## src/rtl/pwm_period_meas_if.sv

```systemverilog
// Record channel of the PWM period meter: {period, width} records under a valid/ready handshake.
interface pwm_period_meas_if #(
    parameter int unsigned K_DWIDTH = 16
);
    logic                o_valid;
    logic                i_ready;
    logic [K_DWIDTH-1:0] o_period;
    logic [K_DWIDTH-1:0] o_width;

    modport master (output o_valid, output o_period, output o_width, input i_ready);
    modport slave  (input o_valid, input o_period, input o_width, output i_ready);
endinterface

```

## src/rtl/pwm_period_meas.sv

```systemverilog
// Pairs captured PWM active widths with the start-to-start period, publishes {period, width}
// records, and flags stalled inputs and overwritten records.
module pwm_period_meas #(
    parameter int unsigned K_DWIDTH = 16
) (
    input  logic                i_clk,
    input  logic                i_rst_n,
    input  logic                i_enable,
    input  logic                i_timebase,
    input  logic                i_pwm,
    input  logic                i_capture_start,
    input  logic                i_capture_done,
    input  logic [K_DWIDTH-1:0] i_capture_value,
    input  logic [K_DWIDTH-1:0] i_timeout,
    input  logic                i_clear,
    pwm_period_meas_if.master   rec,
    output logic                o_overrun,
    output logic                o_stalled,
    output logic                o_stall_level
);

    localparam logic [K_DWIDTH-1:0] CntMax = '1;
    localparam logic [K_DWIDTH-1:0] CntOne = K_DWIDTH'(1);
    localparam logic [K_DWIDTH:0]   ExtOne = (K_DWIDTH + 1)'(1);

    logic [K_DWIDTH-1:0] period_cnt_q, period_cnt_d;
    logic [K_DWIDTH-1:0] stall_cnt_q, stall_cnt_d;
    logic [K_DWIDTH-1:0] width_reg_q, width_reg_d;
    logic                armed_q, armed_d;
    logic                width_ok_q, width_ok_d;
    logic                valid_q, valid_d;
    logic [K_DWIDTH-1:0] period_q, period_d;
    logic [K_DWIDTH-1:0] width_q, width_d;
    logic                overrun_q, overrun_d;
    logic                stalled_q, stalled_d;
    logic                level_q, level_d;

    logic                emit;
    logic                stall_hit;
    logic [K_DWIDTH-1:0] rec_width;
    logic [K_DWIDTH-1:0] tick_ext;
    logic [K_DWIDTH:0]   stall_inc;

    assign tick_ext  = {{(K_DWIDTH - 1){1'b0}}, i_timebase};
    // One extra bit so a saturated counter can never match the timeout again.
    assign stall_inc = {1'b0, stall_cnt_q} + ExtOne;

    always_comb begin
        period_cnt_d = period_cnt_q;
        stall_cnt_d  = stall_cnt_q;
        width_reg_d  = width_reg_q;
        armed_d      = armed_q;
        width_ok_d   = width_ok_q;
        stalled_d    = stalled_q;
        level_d      = level_q;
        emit         = 1'b0;
        stall_hit    = 1'b0;
        rec_width    = width_reg_q;

        if (!i_enable) begin
            period_cnt_d = '0;
            stall_cnt_d  = '0;
            armed_d      = 1'b0;
            width_ok_d   = 1'b0;
            stalled_d    = 1'b0;
        end else begin
            // A done coincident with start belongs to the record emitted by that start.
            if (i_capture_done) begin
                width_reg_d = i_capture_value;
                width_ok_d  = 1'b1;
                rec_width   = i_capture_value;
            end
            if (i_capture_start) begin
                emit         = armed_q && (width_ok_q || i_capture_done);
                period_cnt_d = tick_ext;
                stall_cnt_d  = tick_ext;
                armed_d      = 1'b1;
                width_ok_d   = 1'b0;
                stalled_d    = 1'b0;
            end else if (i_timebase) begin
                if (period_cnt_q != CntMax) period_cnt_d = period_cnt_q + CntOne;
                if (stall_cnt_q != CntMax)  stall_cnt_d  = stall_cnt_q + CntOne;
                stall_hit = (i_timeout != '0) && (stall_inc == {1'b0, i_timeout});
            end
            if (stall_hit) begin
                stalled_d  = 1'b1;
                level_d    = i_pwm;
                armed_d    = 1'b0;
                width_ok_d = 1'b0;
            end
            if (i_timeout == '0) stall_cnt_d = '0;
        end
    end

    always_comb begin
        valid_d   = valid_q;
        period_d  = period_q;
        width_d   = width_q;
        overrun_d = overrun_q;

        if (emit) begin
            valid_d  = 1'b1;
            period_d = period_cnt_q;
            width_d  = rec_width;
        end else if (valid_q && rec.i_ready) begin
            valid_d = 1'b0;
        end

        if (i_clear) overrun_d = 1'b0;
        if (emit && valid_q && !rec.i_ready) overrun_d = 1'b1;
    end

    always_ff @(posedge i_clk or negedge i_rst_n) begin
        if (!i_rst_n) begin
            period_cnt_q <= '0;
            stall_cnt_q  <= '0;
            width_reg_q  <= '0;
            armed_q      <= 1'b0;
            width_ok_q   <= 1'b0;
            valid_q      <= 1'b0;
            period_q     <= '0;
            width_q      <= '0;
            overrun_q    <= 1'b0;
            stalled_q    <= 1'b0;
            level_q      <= 1'b0;
        end else begin
            period_cnt_q <= period_cnt_d;
            stall_cnt_q  <= stall_cnt_d;
            width_reg_q  <= width_reg_d;
            armed_q      <= armed_d;
            width_ok_q   <= width_ok_d;
            valid_q      <= valid_d;
            period_q     <= period_d;
            width_q      <= width_d;
            overrun_q    <= overrun_d;
            stalled_q    <= stalled_d;
            level_q      <= level_d;
        end
    end

    assign rec.o_valid    = valid_q;
    assign rec.o_period   = period_q;
    assign rec.o_width    = width_q;
    assign o_overrun      = overrun_q;
    assign o_stalled      = stalled_q;
    assign o_stall_level  = level_q;

endmodule
```

## src/flat_wrapper.sv

```systemverilog
// flat-port wrapper written by rule: the top's interface ports become plain ports
module pwm_period_meas_flat 
#(
    parameter int unsigned K_DWIDTH = 16
)
  (i_clk, i_rst_n, i_enable, i_timebase, i_pwm, i_capture_start, i_capture_done, i_capture_value, i_timeout, i_clear, o_overrun, o_stalled, o_stall_level, rec_o_valid, rec_o_period, rec_o_width, rec_i_ready);
  pwm_period_meas_if #(.K_DWIDTH(K_DWIDTH)) rec_i ();
  input  logic i_clk;
  input  logic i_rst_n;
  input  logic i_enable;
  input  logic i_timebase;
  input  logic i_pwm;
  input  logic i_capture_start;
  input  logic i_capture_done;
  input  logic [K_DWIDTH-1:0] i_capture_value;
  input  logic [K_DWIDTH-1:0] i_timeout;
  input  logic i_clear;
  output logic o_overrun;
  output logic o_stalled;
  output logic o_stall_level;
  output wire logic [$bits(rec_i.o_valid)-1:0] rec_o_valid;
  output wire logic [$bits(rec_i.o_period)-1:0] rec_o_period;
  output wire logic [$bits(rec_i.o_width)-1:0] rec_o_width;
  input wire logic [$bits(rec_i.i_ready)-1:0] rec_i_ready;
  assign rec_o_valid = rec_i.o_valid;
  assign rec_o_period = rec_i.o_period;
  assign rec_o_width = rec_i.o_width;
  assign rec_i.i_ready = rec_i_ready;
  pwm_period_meas #(.K_DWIDTH(K_DWIDTH)) u_core (.i_clk(i_clk), .i_rst_n(i_rst_n), .i_enable(i_enable), .i_timebase(i_timebase), .i_pwm(i_pwm), .i_capture_start(i_capture_start), .i_capture_done(i_capture_done), .i_capture_value(i_capture_value), .i_timeout(i_timeout), .i_clear(i_clear), .rec(rec_i), .o_overrun(o_overrun), .o_stalled(o_stalled), .o_stall_level(o_stall_level));
endmodule
```

## config.mk

```make
export PLATFORM = sky130hd
export DESIGN_NAME = pwm_period_meas_flat
export DESIGN_NICKNAME = d
export VERILOG_FILES = /design/src/rtl/pwm_period_meas_if.sv /design/src/rtl/pwm_period_meas.sv /design/src/flat_wrapper.sv
export SDC_FILE = /design/constraint.sdc
export NUM_CORES = 1
export LEC_CHECK = 0
export CORE_ASPECT_RATIO = 1.2
export CORE_UTILIZATION = 30
export CTS_BUF_LIST = sky130_fd_sc_hd__clkbuf_8 sky130_fd_sc_hd__clkbuf_16
export DETAILED_ROUTE_END_ITERATION = 12
export GPL_TIMING_DRIVEN = 0
export PLACE_DENSITY = 0.54
export SLEW_MARGIN = 20
export SYNTH_ARGS = -nofsm -noshare
export SYNTH_HDL_FRONTEND = slang
export SYNTH_SLANG_ARGS = --single-unit
```

## constraint.sdc

```tcl
create_clock -name i_clk -period 2.75 [get_ports i_clk]
set_clock_uncertainty 0.05 [all_clocks]
set_input_delay 0.275 -clock i_clk [delete_from_list [all_inputs] [get_ports i_clk]]
set_output_delay 0.275 -clock i_clk [all_outputs]
set_load 0.03 [all_outputs]
```

==> run summary, run 1 <==
Status - finished clean
Final core occ - 0.4084
WP data arrival - 2.82 ns
Area of the die - 0.01467 sq mm
Worst VDD drop - 0.0003519 V
Port bufs - 75
#FFs+latches synth - 86
Dominant cells by area after synthesis - dfrtp_1 51%, mux2_2 13%, xor2_1 5.8%
Initial cell density of the core - 0.3079
Slew headroom - 0.4463
Sink Count - 86
First-pass GRT wire length - 16,820 um
Placed Area - 0.005245 sq mm
CTS root buffer - clkbuf_16
Vias in the first global route - 3,288
Die H - 132.5 um
Via-to-Cell Ratio - 4.937
Worst-Margin Slew - 0.8236 ns
Share of the synthesized area in the top cell type - 0.5057
Dpl ws - -0.3604 ns
Most instantiated cells after synthesis - 86 x dfrtp_1, 49 x mux2_2, 41 x nor2_1
Register clock-pin slew on the reported worst setup and hold paths - 0.07 ns
Final count of pins violating max slew - 0
GRT Resource Usage Total - 0.1449
# rows - 47
Antenna violations before repair - 0
Design area - 0.005644 sq mm
Total grt overflow - 0
Fmax - 377.3 MHz
Inserted Diodes - 0
ANT nets after route - 0
H-tree levels - 3
Fin Hold WS - 0.1710 ns
Final setup margin - 0.09932 ns
Final non-filler cell total - 647
Synth Flop Type - dfrtp_1
RePlAce Congestion - 0.8265
Die Wd - 110.7 um
Count leader, synth - dfrtp_1
Crit Path Max Fanout - 6
Sequential area share after synthesis - 0.5057
GRT busiest layer - met2
PD cells - 617.5 mW/mm^2
Max cap viols - 0
Nets - 514
DRT Wirelength - 9951 um
Placed insts - 629
Avg Inst Size Synth - 11.14 sq um
Worst stage delay on the critical path - 0.43 ns
EDFF count, synth - 0
CTS tree - built
Total CTS buffers - 9
CP Launch Point - u_core.stall_cnt_q[0]
# IOs - 77
DP HPWL - 7142 um
DR WL/cell - 15.38 um
DR vias - 3,194
Worst path required time - 2.92 ns
Global routing usage on met2 - 0.2350
Min Tclk post-route - 2.651 ns
Area of the multi-input gates - 0.002043 sq mm
Final Total Pwr - 3.485 mW
Critical path endpoint category - flip-flop
GR Util met1 - 0.1856
Initial drt markers - 101
Syn-to-layout area delta - 32.64%
Max clock buf depth - 2
Final TNS setup - 0 ns
Area leader, netlist - dfrtp_1
Yosys Warn Count - 0
Register area - 0.002153 sq mm
Critical path's slowest cell - dfrtp_2
Final setup vio count - 0
Total core area - 0.01382 sq mm
Clk Latency, worst-skew pair - 0.34 ns
Cell breakdown of the critical path - ha_1 > nand4_1 > nor3_4 > nor4bb_4 > a211oi_1 > or2_1 > nor4_4 > mux2_1
Pleak - 2.328 nW
Worst hold path type - in2reg
Cell variety after synth - 54
Mapped cell area - 0.004255 sq mm
Startpoint types - flip-flop
Hold Path Origin - i_enable
Drt first pass iters - 4
Setup Crit Path Kind - reg2reg
Syn_nets - 425
FILL cells - 1,329
Met3 Usage GRT - 0.02794
Async SR Flop Fraction - 1.000
Largest net degree at the start of global routing - 52
Layout cells sized above 1 - 0.1975
Final cycle utilization of the critical path - 0.9639
Crit Reg-Reg Startpoint - u_core.stall_cnt_q[0]
Drc violations - 0
Synth Instances - 382
Final Hold Fails - 0
## logic make-up after synthesis
group | share of synthesized area
buffers and inverters | 0.02617
flip-flops | 0.5057
multiplexers | 0.1370
AO/OA/AOI/OAI | 0.05146
adder cells (fa/ha/maj) | 0.005880
AND/OR/NAND/NOR | 0.1791
XOR/XNOR | 0.09468
## cell type report
class / instances / area share
multi-input cells: 275 / 0.3620
repair buffers: 78 / 0.1405
plain buffers: 17 / 0.01729
well taps: 171 / 0.03791
clock inverters: 7 / 0.01818
flip-flops and latches: 86 / 0.3815
clock buffers: 9 / 0.03990
inverters: 4 / 0.002660
## worst paths after layout
path	endpoint	slack, ns	cells past startpoint
hold reg to reg	u_core.rec.o_period[10]	0.43	2
max in group asynchronous	u_core.width_reg_q[7]	1.61	3
setup / recovery	u_core.o_stall_level	0.1	8
hold / removal	u_core.armed_q	0.17	3
setup reg to reg	u_core.o_stall_level	0.1	8
min in group asynchronous	u_core.period_cnt_q[11]	0.41	2
## critical path, delay by kind of cell (launching register included)
family | cells | cell delay [ns]
AO/OA/AOI/OAI | 1 | 0.10
multiplexers | 1 | 0.34
flip-flops | 1 | 0.43
AND/OR/NAND/NOR | 5 | 1.39
adder cells (fa/ha/maj) | 1 | 0.21
## sequential cells by signal, summed over array words and instances (netlist names)
register,count
u_core.stall_cnt_q,16
u_core.rec.o_period,16
u_core.rec.o_width,16
u_core.o_overrun,1
u_core.o_stall_level,1
u_core.period_cnt_q,16
u_core.armed_q,1
u_core.width_ok_q,1
u_core.o_stalled,1
u_core.width_reg_q,16
u_core.rec.o_valid,1
## repair_timing
action                     CTS  global route
hold endpoints to repair    35             0
hold buffers                 1             0
resized for setup            4             6
pin swaps                    1             3
buffers inserted             0             1
setup endpoints to repair    1            10
## power by group
part | leakage (nW) | internal [mW] | switching (mW) | total [mW]
logic | 1.04 | 0.329 | 0.361 | 0.690
registers | 1.13 | 1.39 | 0.0570 | 1.45
clock network | 0.162 | 0.809 | 0.536 | 1.34
## routing by layer
| metal | part of all wire | up-vias |
|---|---|---|
| li1 | - | 1528 |
| met1 | 0.45 | 1592 |
| met2 | 0.49 | 54 |
| met3 | 0.032 | 20 |
| met4 | 0.025 | 0 |
| met5 | 0 | - |
## layout by cell type (no fill, tap or decap), types with 8 or more instances in the layout
master | netlist | layout
clkbuf_1 | 9 | 8
clkbuf_16 | 0 | 9
clkdlybuf4s50_1 | 0 | 74
dfrtp_1 | 86 | 85
mux2_2 | 49 | 49
nand2_1 | 28 | 28
nand3_1 | 12 | 12
nand4_1 | 16 | 16
nor2_1 | 41 | 41
xnor2_1 | 18 | 18
xor2_1 | 28 | 28
Note: power is estimated with default switching activity, not from simulation.
==> inputs of run 2 (changes only) <==
- CORE_MARGIN: default -> 2
- PLACE_DENSITY: 0.54 -> 0.55
- clock period: 2.75 -> 2.3 ns (I/O delays scaled with it)
==> run 2 against run 1 <==
  * Largest power group unchanged
  * Core utilization rose by 1.7 points
  * Routed wire length up 4.4%
  * Count of clock-buffer cells in the layout unchanged
  * Clock power shrank 4%
  * Critical path type unchanged
  * The flow now finishes with violations (setup timing)
==> run summary, run 2 (synthesis results as in run 1) <==
Max clock buf depth - 2
Port bufs - 75
Inserted Diodes - 0
Antenna violations before repair - 0
Slew headroom - 0.5303
Fmax - 413.8 MHz
Final setup vio count - 4
Drt first pass iters - 4
# rows - 47
Failing checks - setup timing
Total CTS buffers - 9
Drc violations - 0
DR vias - 3,282
Sink Count - 86
Worst path required time - 2.47 ns
Startpoint types - flip-flop
Via-to-Cell Ratio - 4.943
RePlAce Congestion - 0.8500
Initial cell density of the core - 0.3079
Status - complete, but fails checks
Cell breakdown of the critical path - ha_4 > nand4_1 > buf_4 > nor3_4 > mux2_4 > a31oi_4 > nand4_1 > nor4_2 > mux2_1
Total core area - 0.01382 sq mm
Vias in the first global route - 3,354
Worst path most repeated cell - nand4_1
Final Hold Fails - 0
CP top delay family - multiplexers
Nets - 533
Initial drt markers - 159
Placed Area - 0.005253 sq mm
Max cap viols - 0
WP data arrival - 2.59 ns
H-tree levels - 3
Register clock-pin slew on the reported worst setup and hold paths - 0.06 ns
DR WL/cell - 15.65 um
Buf/Inv on CP - 1
RSZ-0062 raised after global routing - yes
Setup Crit Path Kind - reg2reg
ANT nets after route - 0
Critical path's slowest cell - dfrtp_1
Pleak - 2.449 nW
Area of the die - 0.01516 sq mm
Critical path endpoint category - flip-flop
Die H - 134.5 um
Layout cells sized above 1 - 0.2677
Worst-Margin Slew - 0.7046 ns
GRT Resource Usage Total - 0.1394
Final Total Pwr - 3.859 mW
Largest net degree at the start of global routing - 53
Design area - 0.005882 sq mm
CTS root buffer - clkbuf_16
Die Wd - 112.7 um
Worst VDD drop - 0.0004591 V
Crit Path Max Fanout - 3
CTS tree - built
Min Tclk post-route - 2.417 ns
Most common cell after layout, fill and taps aside - dfrtp_1
# IOs - 77
Final setup margin - -0.1167 ns
Worst stage delay on the critical path - 0.42 ns
Total grt overflow - 0
PD cells - 656.1 mW/mm^2
DRT Wirelength - 10,390 um
Worst hold path type - in2reg
Most frequent cells in the layout - 79 x dfrtp_1, 74 x clkdlybuf4s50_1, 47 x mux2_2, 39 x nor2_1, 28 x xor2_1
Final count of pins violating max slew - 0
Clk Latency, worst-skew pair - 0.34 ns
First-pass GRT wire length - 16,770 um
DP HPWL - 7409 um
Syn-to-layout area delta - 38.22%
Final cycle utilization of the critical path - 1.051
-- run 2: area by class of cell --
| type | instances | area [sq um] |
|---|---|---|
| fill | 1314 | 7938 |
| clock buffer | 9 | 225.2 |
| timing repair buffer | 98 | 935.9 |
| multi-input combinational | 275 | 2191 |
| buffer | 16 | 108.9 |
| inverter | 4 | 15.01 |
| tap | 171 | 214.0 |
| sequential | 86 | 2161 |
| clock inverter | 5 | 31.28 |
-- run 2: power breakdown --
| group | switching, mW | internal (mW) |
|---|---|---|
| Combinational | 0.442 | 0.405 |
| Clock | 0.566 | 0.713 |
| Sequential | 0.0665 | 1.67 |
| Total | 1.07 | 2.79 |
-- run 2: timing repair --
action	4_1_cts	5_1_grt
setup endpoints to repair	18	45
pin swaps	9	16
endpoints found under the hold margin	51	0
hold buffers	1	0
buffers inserted	11	10
gates resized for setup	24	23
-- run 2: through the flow --
| step | hold slack (ns) | instances | util | setup slack [ns] | TNS, ns |
|---|---|---|---|---|---|
| CTS | 0.1097 | 655 | 0.4141 | -0.1667 | -0.3695 |
| finish | 0.1236 | 664 | 0.4256 | -0.1167 | -0.2850 |
| global route | 0.1605 | 664 | 0.4256 | -0.2362 | -0.6932 |
| detailed placement | 0.2772 | 629 | 0.3801 | -0.4479 | -10.78 |
| floorplan | -0.1156 | 382 | - | -0.005582 | -0.005582 |
| global placement | 0.4200 | 628 | 0.3788 | -2.324 | -209.08 |
-- run 2: worst register-to-register path, cell delays in order, from the launching register on --
cell     delay, ns
dfrtp_1       0.42
ha_4          0.16
nand4_1       0.12
buf_4         0.18
nor3_4        0.20
mux2_4        0.35
a31oi_4       0.14
nand4_1       0.15
nor4_2        0.19
mux2_1        0.34
-- run 2: final timing paths --
kind | from | to | slack, ns | cells after the start
setup / recovery | u_core.stall_cnt_q[1] | u_core.o_stall_level | -0.12 | 9
max in group asynchronous | i_rst_n | u_core.rec.o_width[12] | 1.13 | 3
setup reg to reg | u_core.stall_cnt_q[1] | u_core.o_stall_level | -0.12 | 9
min in group asynchronous | i_rst_n | u_core.o_stall_level | 0.43 | 2
hold / removal | i_enable | u_core.armed_q | 0.12 | 3
hold reg to reg | u_core.width_reg_q[11] | u_core.width_reg_q[11] | 0.44 | 1
-- run 2: layer usage --
metal | vias up | part of all wire | global-route usage
li1 | 1569 | - | -
met1 | 1650 | 0.43 | 0.1683
met2 | 50 | 0.52 | 0.2389
met3 | 13 | 0.027 | 0.02648
met4 | 0 | 0.020 | 0.06707
met5 | - | 0 | 0
